File: src/rtl/denise_pkg.sv
// Shared types and constants for the Denise colour-table write controller.
package denise_pkg;

  localparam logic [7:0] BPLCON3_ADDR = 8'h83;
  // reg_addr[7:5] of COLOR00..COLOR31 (chip addresses 0x180..0x1BE)
  localparam logic [2:0] COLOR_BASE   = 3'b110;
  localparam logic [3:0] BE_ALL       = 4'b1111;
  localparam logic [3:0] BE_LOCT      = 4'b1100;

  typedef struct packed {
    logic [7:0]  addr;
    logic [31:0] data;
    logic [3:0]  be;
  } ct_entry_t;

  typedef enum logic {
    INIT,
    RUN
  } ct_state_e;

  function automatic logic [31:0] pack_rgb(input logic [11:0] rgb);
    return {4'h0, rgb, 4'h0, rgb};
  endfunction

endpackage

File: src/rtl/denise_ct_wrfifo.sv
// Small synchronous FIFO of palette write entries; a push into a full FIFO
// is still accepted when a pop happens in the same cycle.
module denise_ct_wrfifo
  import denise_pkg::*;
#(
  parameter int DEPTH = 4
) (
  input  logic      clock,
  input  logic      reset_n,
  input  logic      push_i,
  input  ct_entry_t entry_i,
  input  logic      pop_i,
  output ct_entry_t head_o,
  output logic      full_o,
  output logic      empty_o
);

  localparam int AW = $clog2(DEPTH);

  logic [AW-1:0] wr_ptr_q, rd_ptr_q;
  logic [AW:0]   count_q;
  ct_entry_t     mem_q [DEPTH];
  logic          do_push, do_pop;

  assign empty_o = (count_q == '0);
  assign full_o  = (count_q == (AW+1)'(DEPTH));
  assign do_pop  = pop_i & ~empty_o;
  assign do_push = push_i & (~full_o | do_pop);
  assign head_o  = mem_q[rd_ptr_q];

  always_ff @(posedge clock or negedge reset_n) begin
    if (!reset_n) begin
      wr_ptr_q <= '0;
      rd_ptr_q <= '0;
      count_q  <= '0;
    end else begin
      if (do_push) wr_ptr_q <= wr_ptr_q + AW'(1);
      if (do_pop)  rd_ptr_q <= rd_ptr_q + AW'(1);
      count_q <= count_q + {{AW{1'b0}}, do_push} - {{AW{1'b0}}, do_pop};
    end
  end

  // Storage needs no reset: it is only read once the count says it is valid.
  always_ff @(posedge clock) begin
    if (do_push) mem_q[wr_ptr_q] <= entry_i;
  end

endmodule

File: src/rtl/denise_colortable_wrctl.sv
// Palette RAM write controller: clears the palette after reset, then queues
// COLORxx writes. DENISE_AGA_EN enables BPLCON3 bank/LOCT and a 256-entry clear.
module denise_colortable_wrctl
  import denise_pkg::*;
#(
  parameter int FIFO_DEPTH = 4
) (
  input  logic        clock,
  input  logic        reset_n,
  input  logic        ena,
  input  logic [7:0]  reg_addr,
  input  logic [15:0] reg_data,
  input  logic        reg_wr,
  output logic        ct_wren,
  output logic [7:0]  ct_wraddress,
  output logic [31:0] ct_data,
  output logic [3:0]  ct_byteena,
  output logic        init_done,
  output logic        ovf
);

  logic [2:0] bank;
  logic       loct;
  logic       unused_bits;

`ifdef DENISE_AGA_EN
  localparam logic [7:0] CLR_LAST = 8'd255;
  logic [2:0] bank_q;
  logic       loct_q;

  always_ff @(posedge clock or negedge reset_n) begin
    if (!reset_n) begin
      bank_q <= 3'b000;
      loct_q <= 1'b0;
    end else if (reg_wr && reg_addr == BPLCON3_ADDR) begin
      bank_q <= reg_data[15:13];
      loct_q <= reg_data[9];
    end
  end

  assign bank        = bank_q;
  assign loct        = loct_q;
  assign unused_bits = ^{reg_data[12], reg_data[10]};
`else
  localparam logic [7:0] CLR_LAST = 8'd31;
  assign bank        = 3'b000;
  assign loct        = 1'b0;
  assign unused_bits = ^reg_data[15:12];
`endif

  ct_state_e  state_q, state_d;
  logic [7:0] clr_cnt_q, clr_cnt_d;
  logic       init_done_q, init_done_d;
  logic       ovf_q, ovf_d;
  logic       color_wr, fifo_pop, fifo_full, fifo_empty;
  ct_entry_t  push_entry, head;

  // The entry is frozen with the bank/LOCT in force at push time.
  assign color_wr        = reg_wr & (reg_addr[7:5] == COLOR_BASE);
  assign push_entry.addr = {bank, reg_addr[4:0]};
  assign push_entry.data = pack_rgb(reg_data[11:0]);
  assign push_entry.be   = loct ? BE_LOCT : BE_ALL;

  denise_ct_wrfifo #(.DEPTH(FIFO_DEPTH)) u_fifo (
    .clock   (clock),
    .reset_n (reset_n),
    .push_i  (color_wr),
    .entry_i (push_entry),
    .pop_i   (fifo_pop),
    .head_o  (head),
    .full_o  (fifo_full),
    .empty_o (fifo_empty)
  );

  always_ff @(posedge clock or negedge reset_n) begin
    if (!reset_n) begin
      state_q     <= INIT;
      clr_cnt_q   <= 8'd0;
      init_done_q <= 1'b0;
      ovf_q       <= 1'b0;
    end else begin
      state_q     <= state_d;
      clr_cnt_q   <= clr_cnt_d;
      init_done_q <= init_done_d;
      ovf_q       <= ovf_d;
    end
  end

  always_comb begin
    state_d      = state_q;
    clr_cnt_d    = clr_cnt_q;
    init_done_d  = init_done_q;
    fifo_pop     = 1'b0;
    ct_wren      = 1'b1;
    ct_wraddress = clr_cnt_q;
    ct_data      = 32'h0;
    ct_byteena   = BE_ALL;
    case (state_q)
      INIT: begin
        if (ena) begin
          if (clr_cnt_q == CLR_LAST) begin
            state_d     = RUN;
            init_done_d = 1'b1;
          end else begin
            clr_cnt_d = clr_cnt_q + 8'd1;
          end
        end
      end
      RUN: begin
        ct_wren      = ~fifo_empty;
        ct_wraddress = head.addr;
        ct_data      = head.data;
        ct_byteena   = head.be;
        fifo_pop     = ena & ~fifo_empty;
      end
      default: state_d = INIT;
    endcase
    // A pop in the same cycle frees the slot, so only a true overflow drops.
    ovf_d = ovf_q | (color_wr & fifo_full & ~fifo_pop);
  end

  assign init_done = init_done_q;
  assign ovf       = ovf_q;

endmodule
File: config.mk
export PLATFORM = sky130hd
export DESIGN_NAME = denise_colortable_wrctl
export DESIGN_NICKNAME = d
export VERILOG_FILES = /design/src/rtl/denise_pkg.sv /design/src/rtl/denise_ct_wrfifo.sv /design/src/rtl/denise_colortable_wrctl.sv
export SDC_FILE = /design/constraint.sdc
export NUM_CORES = 1
export LEC_CHECK = 0
export ABC_CLOCK_PERIOD_IN_PS = 4400
export CORE_UTILIZATION = 57
export CTS_BUF_LIST = sky130_fd_sc_hd__clkbuf_4
export CTS_CLUSTER_SIZE = 20
export DETAILED_ROUTE_END_ITERATION = 6
export GPL_TIMING_DRIVEN = 0
export PLACE_DENSITY = 0.88
export SLEW_MARGIN = 10
export SYNTH_ARGS = -nofsm -noshare
export SYNTH_HDL_FRONTEND = slang
export SYNTH_SLANG_ARGS = --single-unit
export TNS_END_PERCENT = 20
File: constraint.sdc
create_clock -name clock -period 4.4 [get_ports clock]
set_clock_uncertainty 0.15 [all_clocks]
set_input_delay 0.88 -clock clock [delete_from_list [all_inputs] [get_ports clock]]
set_output_delay 0.88 -clock clock [all_outputs]
set_load 0.03 [all_outputs]
==> results of run 1 <==
## cell usage in the layout (no fill, tap or decap), drive strengths merged, types with 4 or more instances in the layout
master	count
edfxtp	68
clkdlybuf4s50	58
buf	29
dfrtp	18
and2	17
mux4	17
clkbuf	14
conb	12
mux2	8
ha	7
inv	6
xnor2	5
nor2	4
nand2	4
xor2	4
## per-stage QoR
stage,cells,utilization,setup WS (ns),instance area [um^2],hold WS (ns)
global placement,365,0.703,1.17,4490,0.296
global route,381,0.722,0.630,4610,0.359
CTS,381,0.722,0.712,4610,0.331
detailed placement,365,0.703,1.15,4490,0.302
finish,381,0.722,0.742,4610,0.326
floorplan,230,-,1.78,3810,0.319
## state kept, by name, indices dropped and copies added, names as in the netlist
name             count
state_q              1
init_done            1
u_fifo.count_q       3
u_fifo.rd_ptr_q      2
u_fifo.wr_ptr_q      2
u_fifo.mem_q        68
clr_cnt_q            8
ovf                  1
## synth_stat cells, drive strengths merged
master and count:
o21ai 1, nand4 3, o2111a 1, xor2 4, nand4b 2, nor3 2, nor2b 3, o21a 1
fa 1, a31oi 1, buf 29, and2b 1, edfxtp 68, ha 7, a31o 1, o311a 1
nor2 4, o21bai 1, nand3b 2, mux4 17, a21oi 1, conb 2, nand2 4, inv 6
clkbuf 3, mux2 8, and2 17, nand3 2, a21o 2, dfrtp 18, a211oi 1, or3 1
xnor2 5
## where the power goes
group / total [mW] / leakage [nW] / internal, mW / switching, mW
sequential: 1.05 / 0.829 / 0.974 / 0.0767
clock: 0.389 / 0.0591 / 0.129 / 0.260
combinational: 1.41 / 0.818 / 0.680 / 0.733
total: 2.85 / 1.71 / 1.78 / 1.07
## kinds of logic after synthesis
| logic type | Yosys count | share of synthesized area |
|---|---|---|
| xor+xnor | 9 | 0.0209 |
| fa+ha+maj | 8 | 0.0285 |
| other cells | 2 | 0.00199 |
| compound gates | 11 | 0.0272 |
| buf+inv | 38 | 0.0689 |
| flops | 86 | 0.660 |
| simple gates | 41 | 0.0636 |
| mux | 25 | 0.129 |
## worst max-delay path, delay by kind of cell (launching register included)
kind	cells	cell delay (ns)
and+or+nand+nor	1	0.20
DFF	1	0.36
buffers and inverters	4	1.29
muxes	1	0.35
## worst paths after layout
check	start	to	slack (ns)
max	u_fifo.rd_ptr_q[1]$_DFFE_PN0P_	ct_data[20]	0.74
min	init_done$_DFFE_PN0P_	init_done$_DFFE_PN0P_	0.33
max reg2reg	u_fifo.count_q[2]$_DFF_PN0_	u_fifo.count_q[2]$_DFF_PN0_	2.03
min reg2reg	init_done$_DFFE_PN0P_	init_done$_DFFE_PN0P_	0.33
max in group asynchronous	reset_n	u_fifo.rd_ptr_q[0]$_DFFE_PN0P_	2.84
min in group asynchronous	reset_n	clr_cnt_q[4]$_DFFE_PN0P_	0.76
## layout make-up
cell class | count | area, um^2 | area share
Sequential cell | 86 | 2490 | 0.541
Multi-Input combinational cell | 106 | 1060 | 0.230
Timing Repair Buffer | 58 | 581 | 0.126
Buffer | 32 | 238 | 0.0516
Tap cell | 77 | 96.3 | 0.0209
Clock buffer | 11 | 82.6 | 0.0179
Clock inverter | 5 | 36.3 | 0.00787
Inverter | 6 | 22.5 | 0.00488
## per-layer routing
layer | vias up | global-route usage | routed length (um)
met3 | 12 | 0.0348 | 268
met5 | - | 0 | 0
met1 | 1002 | 0.256 | 2770
met2 | 65 | 0.361 | 3480
li1 | 952 | - | -
met4 | 0 | 0.114 | 137
==> impl_metrics.yaml, run 1 <==
run_status:
  status: "finished clean"
global_routing:
  first_global_vias: 2168
  grt_overflow_total: 0
  grt_start_max_net_pins: 19
  grt_antenna_before_repair: 0
  grt_use_total: 0.211
  grt_first_pass_wirelength_um: 10800
min_path:
  hold_depth: 1
  min_path_type: "reg -> reg"
cts:
  cts_made_buffers: 9
  worstSkewPairLatency_ns: 0.42
  clockRootBuffer: "clkbuf_4"
  post_cts_resize_count: 0
  clkTransAtPathRegs_ns: 0.13
  cts_tree: "yes"
  cts_setup_buffers: 0
  cts-hold-fix-buffers: 0
  cts-htree-levels: 3
  cts.path.max_buffers: 2
  clkSinkCount: 86
die:
  fp.dieH_um: 83.4
  floorplan.die_area_um2: 6960
  starting_utilization_of_the_core_area: 0.591
  core_region_area_um2: 6390
  chipWidth_um: 83.4
  placementRows: 29
  ioPinCount: 75
placed_design:
  detailedPlacementHpwl_um: 4660
  place.gp.congestion: 0.773
  placement.io_buffers: 58
worst_setup_path:
  timing_worst_setup_path_type: "reg -> out"
  cpMostUsedCell: "buf_2"
  worstPathArrival_ns: 2.63
  critical_path_peak_fanout: 10
  critPathLaunchType: "flop"
  critical_path.slowest_cell: "clkdlybuf4s50_1"
  worst_setup_path_end_kind: "output port"
  worst_case_reg_to_reg_path_depth: 8
  critical-path-max-stage-delay_ns: 0.58
  worst-endpoint-required_ns: 3.37
  path_cells: "buf_2, buf_2, mux4_2, and2_1, buf_4, clkdlybuf4s50_1"
route:
  wire_per_inst_um: 17.5
  detailedRoute.firstIterationViolations: 86
  drt_pass1_iterations: 4
  dr_total_vias: 2031
  final_antenna_net_count: 0
  routed_wirelength_um: 6650
  drt_drc_violations_left: 0
  post_drt_via_cell_ratio: 5.33
timing:
  setup_tns_ns: 0
  rsz0062_at_grt: "no"
  final-max-slew-violation-count: 0
  final_min_period_over_clock_period: 0.831
  worst-slew-pin-transition_ns: 0.915
  period_minus_slack_ns: 3.66
  hold_violation_total_from_the_final_report: 0
  report.final.setup_viol: 0
  clock.fmax_ghz: 0.273
  maxSlewHeadroom: 0.390
final_layout:
  fillers: 397
  n_antenna_cell: 0
  final_nets: 335
  post_route_cells_drive_above_1_share: 0.224
  area_growth_pct: 22.1
synth:
  post-synth-top-area-fraction: 0.541
  synth.ff_latch_count: 86
  postSynthCellCount: 220
  sequential_share_of_the_synthesized_area: 0.660
  ys_warn_count: 0
  syn-mean-instance-area_um2: 17.2
  synth_unique_cells: 38
  netlist.top_cell.by_area: "edfxtp_1"
  syn-cell-area_um2: 3780
  synth_area_leaders: "edfxtp_1 (54%), dfrtp_1 (12%), mux4_2 (7.8%)"
pwr:
  pwr_density_cell_nw_per_um2: 619
  max_rail_drop_vdd_uv: 436
  fin_total_pwr_mw: 2.85
  power.leakage_nw: 1.71
flow_run:
  maxCapViolCount: 0
No activity file was read; power rests on OpenSTA's default activity.
==> run 2: changes to the inputs <==
ABC_CLOCK_PERIOD_IN_PS = 3400   (was 4400)
CORE_UTILIZATION = 53   (was 57)
PLACE_DENSITY = 0.83   (was 0.88)
clock period = 3.4 ns   (was 4.4 ns; I/O delays follow)
==> run 2 against run 1 <==
Sequential power is 30% higher. Largest power group unchanged. Flip-flop and latch count stayed put. Sequential share of layout area decreased by 0.95 points. Power increased by 37%. Clock-buffer cell count unchanged. Cell area increased by 1.8%. Via count increased by 0.34%. Combinational power rose by 29%.
==> impl_metrics.yaml, run 2 (synthesis gave the netlist of run 1 again) <==
run_status:
  status: "finished clean"
pwr:
  pwr_density_cell_nw_per_um2: 834
  power.leakage_nw: 1.77
  fin_total_pwr_mw: 3.91
  max_rail_drop_vdd_uv: 437
cts:
  cts_made_buffers: 9
  worstSkewPairLatency_ns: 0.43
  cts_tree: "yes"
  clockRootBuffer: "clkbuf_4"
  clkSinkCount: 86
  cts-htree-levels: 3
  cts.path.max_buffers: 2
  clkTransAtPathRegs_ns: 0.14
  cts-hold-fix-buffers: 0
placed_design:
  detailedPlacementHpwl_um: 4210
  placement.cell_area_um2: 4520
  placement.io_buffers: 58
  place.gp.congestion: 0.733
  numPlacedInstances: 384
  placement_stage_worst_setup_slack_ns: 0.300
timing:
  final-max-slew-violation-count: 0
  rsz0062_at_grt: "no"
  report.final.setup_viol: 0
  clock.fmax_ghz: 0.304
  hold_ws_ns: 0.344
  hold_violation_total_from_the_final_report: 0
  worst-slew-pin-transition_ns: 0.959
  period_minus_slack_ns: 3.29
  maxSlewHeadroom: 0.361
  setup_tns_ns: 0
  final_min_period_over_clock_period: 0.967
  fin_ws_ns: 0.114
die:
  chipWidth_um: 86.4
  placementRows: 30
  floorplan.die_area_um2: 7470
  fp.dieH_um: 86.4
  ioPinCount: 75
  core_region_area_um2: 6830
  starting_utilization_of_the_core_area: 0.553
worst_setup_path:
  worst_setup_path_end_kind: "output port"
  timing_worst_setup_path_type: "reg -> out"
  worst_case_reg_to_reg_path_depth: 8
  critical_path_peak_fanout: 10
  cpMostUsedCell: "buf_4"
  rrSetupSlack_ns: 1.04
  worstPathArrival_ns: 2.46
  critical_path.slowest_cell: "clkdlybuf4s50_1"
  path_cells: "buf_2, buf_4, mux4_1, and2_1, buf_4, clkdlybuf4s50_1"
  worst-endpoint-required_ns: 2.57
  crit_start: "u_fifo.rd_ptr_q[1]$_DFFE_PN0P_"
  critical-path-max-stage-delay_ns: 0.58
  critPathLaunchType: "flop"
  regToRegStartpoint: "u_fifo.count_q[2]$_DFF_PN0_"
final_layout:
  fillers: 488
  regMostFlops: "u_fifo.mem_q"
  final_nets: 335
  layout_commonest_cell: "edfxtp_1"
  utilization: 0.687
  layout_common_cells: "edfxtp_1 (68), clkdlybuf4s50_1 (50), buf_4 (31)"
  area_growth_pct: 24.2
  post_route_cells_drive_above_1_share: 0.243
  leading_registers_by_flop_count: "u_fifo.mem_q x68, clr_cnt_q x8, u_fifo.count_q x3"
  instances_no_fill: 400
  largest_register_ffs: 68
  seqCellArea_um2: 2490
  finish.instance_area_um2: 4690
  multi_input_area_um2: 1060
  n_antenna_cell: 0
route:
  routed_wirelength_um: 6510
  drt_pass1_iterations: 4
  final_antenna_net_count: 0
  detailedRoute.firstIterationViolations: 110
  drt_drc_violations_left: 0
  wire_per_inst_um: 16.3
  post_drt_via_cell_ratio: 5.10
  dr_total_vias: 2038
global_routing:
  grt.met1_usage: 0.244
  grt_antenna_before_repair: 0
  grt_overflow_total: 0
  first_global_vias: 2086
  grt_first_pass_wirelength_um: 10400
  grtUsageMet3: 0.0419
  grt_use_total: 0.195
  gr-usage-met2: 0.333
  layer_with_the_highest_usage_after_global_routing: "met2"
  grt_start_max_net_pins: 19
min_path:
  hold_depth: 1
  worst_min_delay_path_startpoint: "init_done$_DFFE_PN0P_"
  min_path_type: "reg -> reg"
flow_run:
  maxCapViolCount: 0
run 2: layout make-up:
type / instances / share of cell area
clock buffers: 11 / 0.0176
clock inverters: 5 / 0.0227
flip-flops and latches: 86 / 0.531
plain buffers: 32 / 0.0512
inverters: 6 / 0.00480
well taps: 96 / 0.0256
repair buffers: 58 / 0.121
multi-input cells: 106 / 0.226
run 2: power breakdown:
part,internal (mW),switching [mW]
Clock,0.392,0.340
Sequential,1.26,0.100
Combinational,0.864,0.957
Total,2.52,1.40
run 2: worst paths after layout:
kind / endpoint
setup / recovery: ct_data[18]
hold / removal: init_done$_DFFE_PN0P_
setup reg to reg: u_fifo.count_q[2]$_DFF_PN0_
hold reg to reg: init_done$_DFFE_PN0P_
max in group asynchronous: u_fifo.count_q[0]$_DFF_PN0_
min in group asynchronous: clr_cnt_q[5]$_DFFE_PN0P_
run 2: metal layers:
metal | wire (um) | part of all wire | vias up
met5 | 0 | 0 | -
met4 | 123 | 0.019 | 0
met3 | 270 | 0.041 | 11
met2 | 3340 | 0.51 | 62
met1 | 2780 | 0.43 | 1009
li1 | - | - | 956
run 2: worst max-delay path: cells and delay by family, from the launching register on:
kind                   cells  cell delay, ns
buffers and inverters      4            1.21
flip-flops                 1            0.36
multiplexers               1            0.28
AND/OR/NAND/NOR            1            0.20
run 2: what timing repair did:
item                       in CTS  in global routing
resized for setup               5                  4
setup buffers                   0                  0
setup endpoints to repair       9                  4
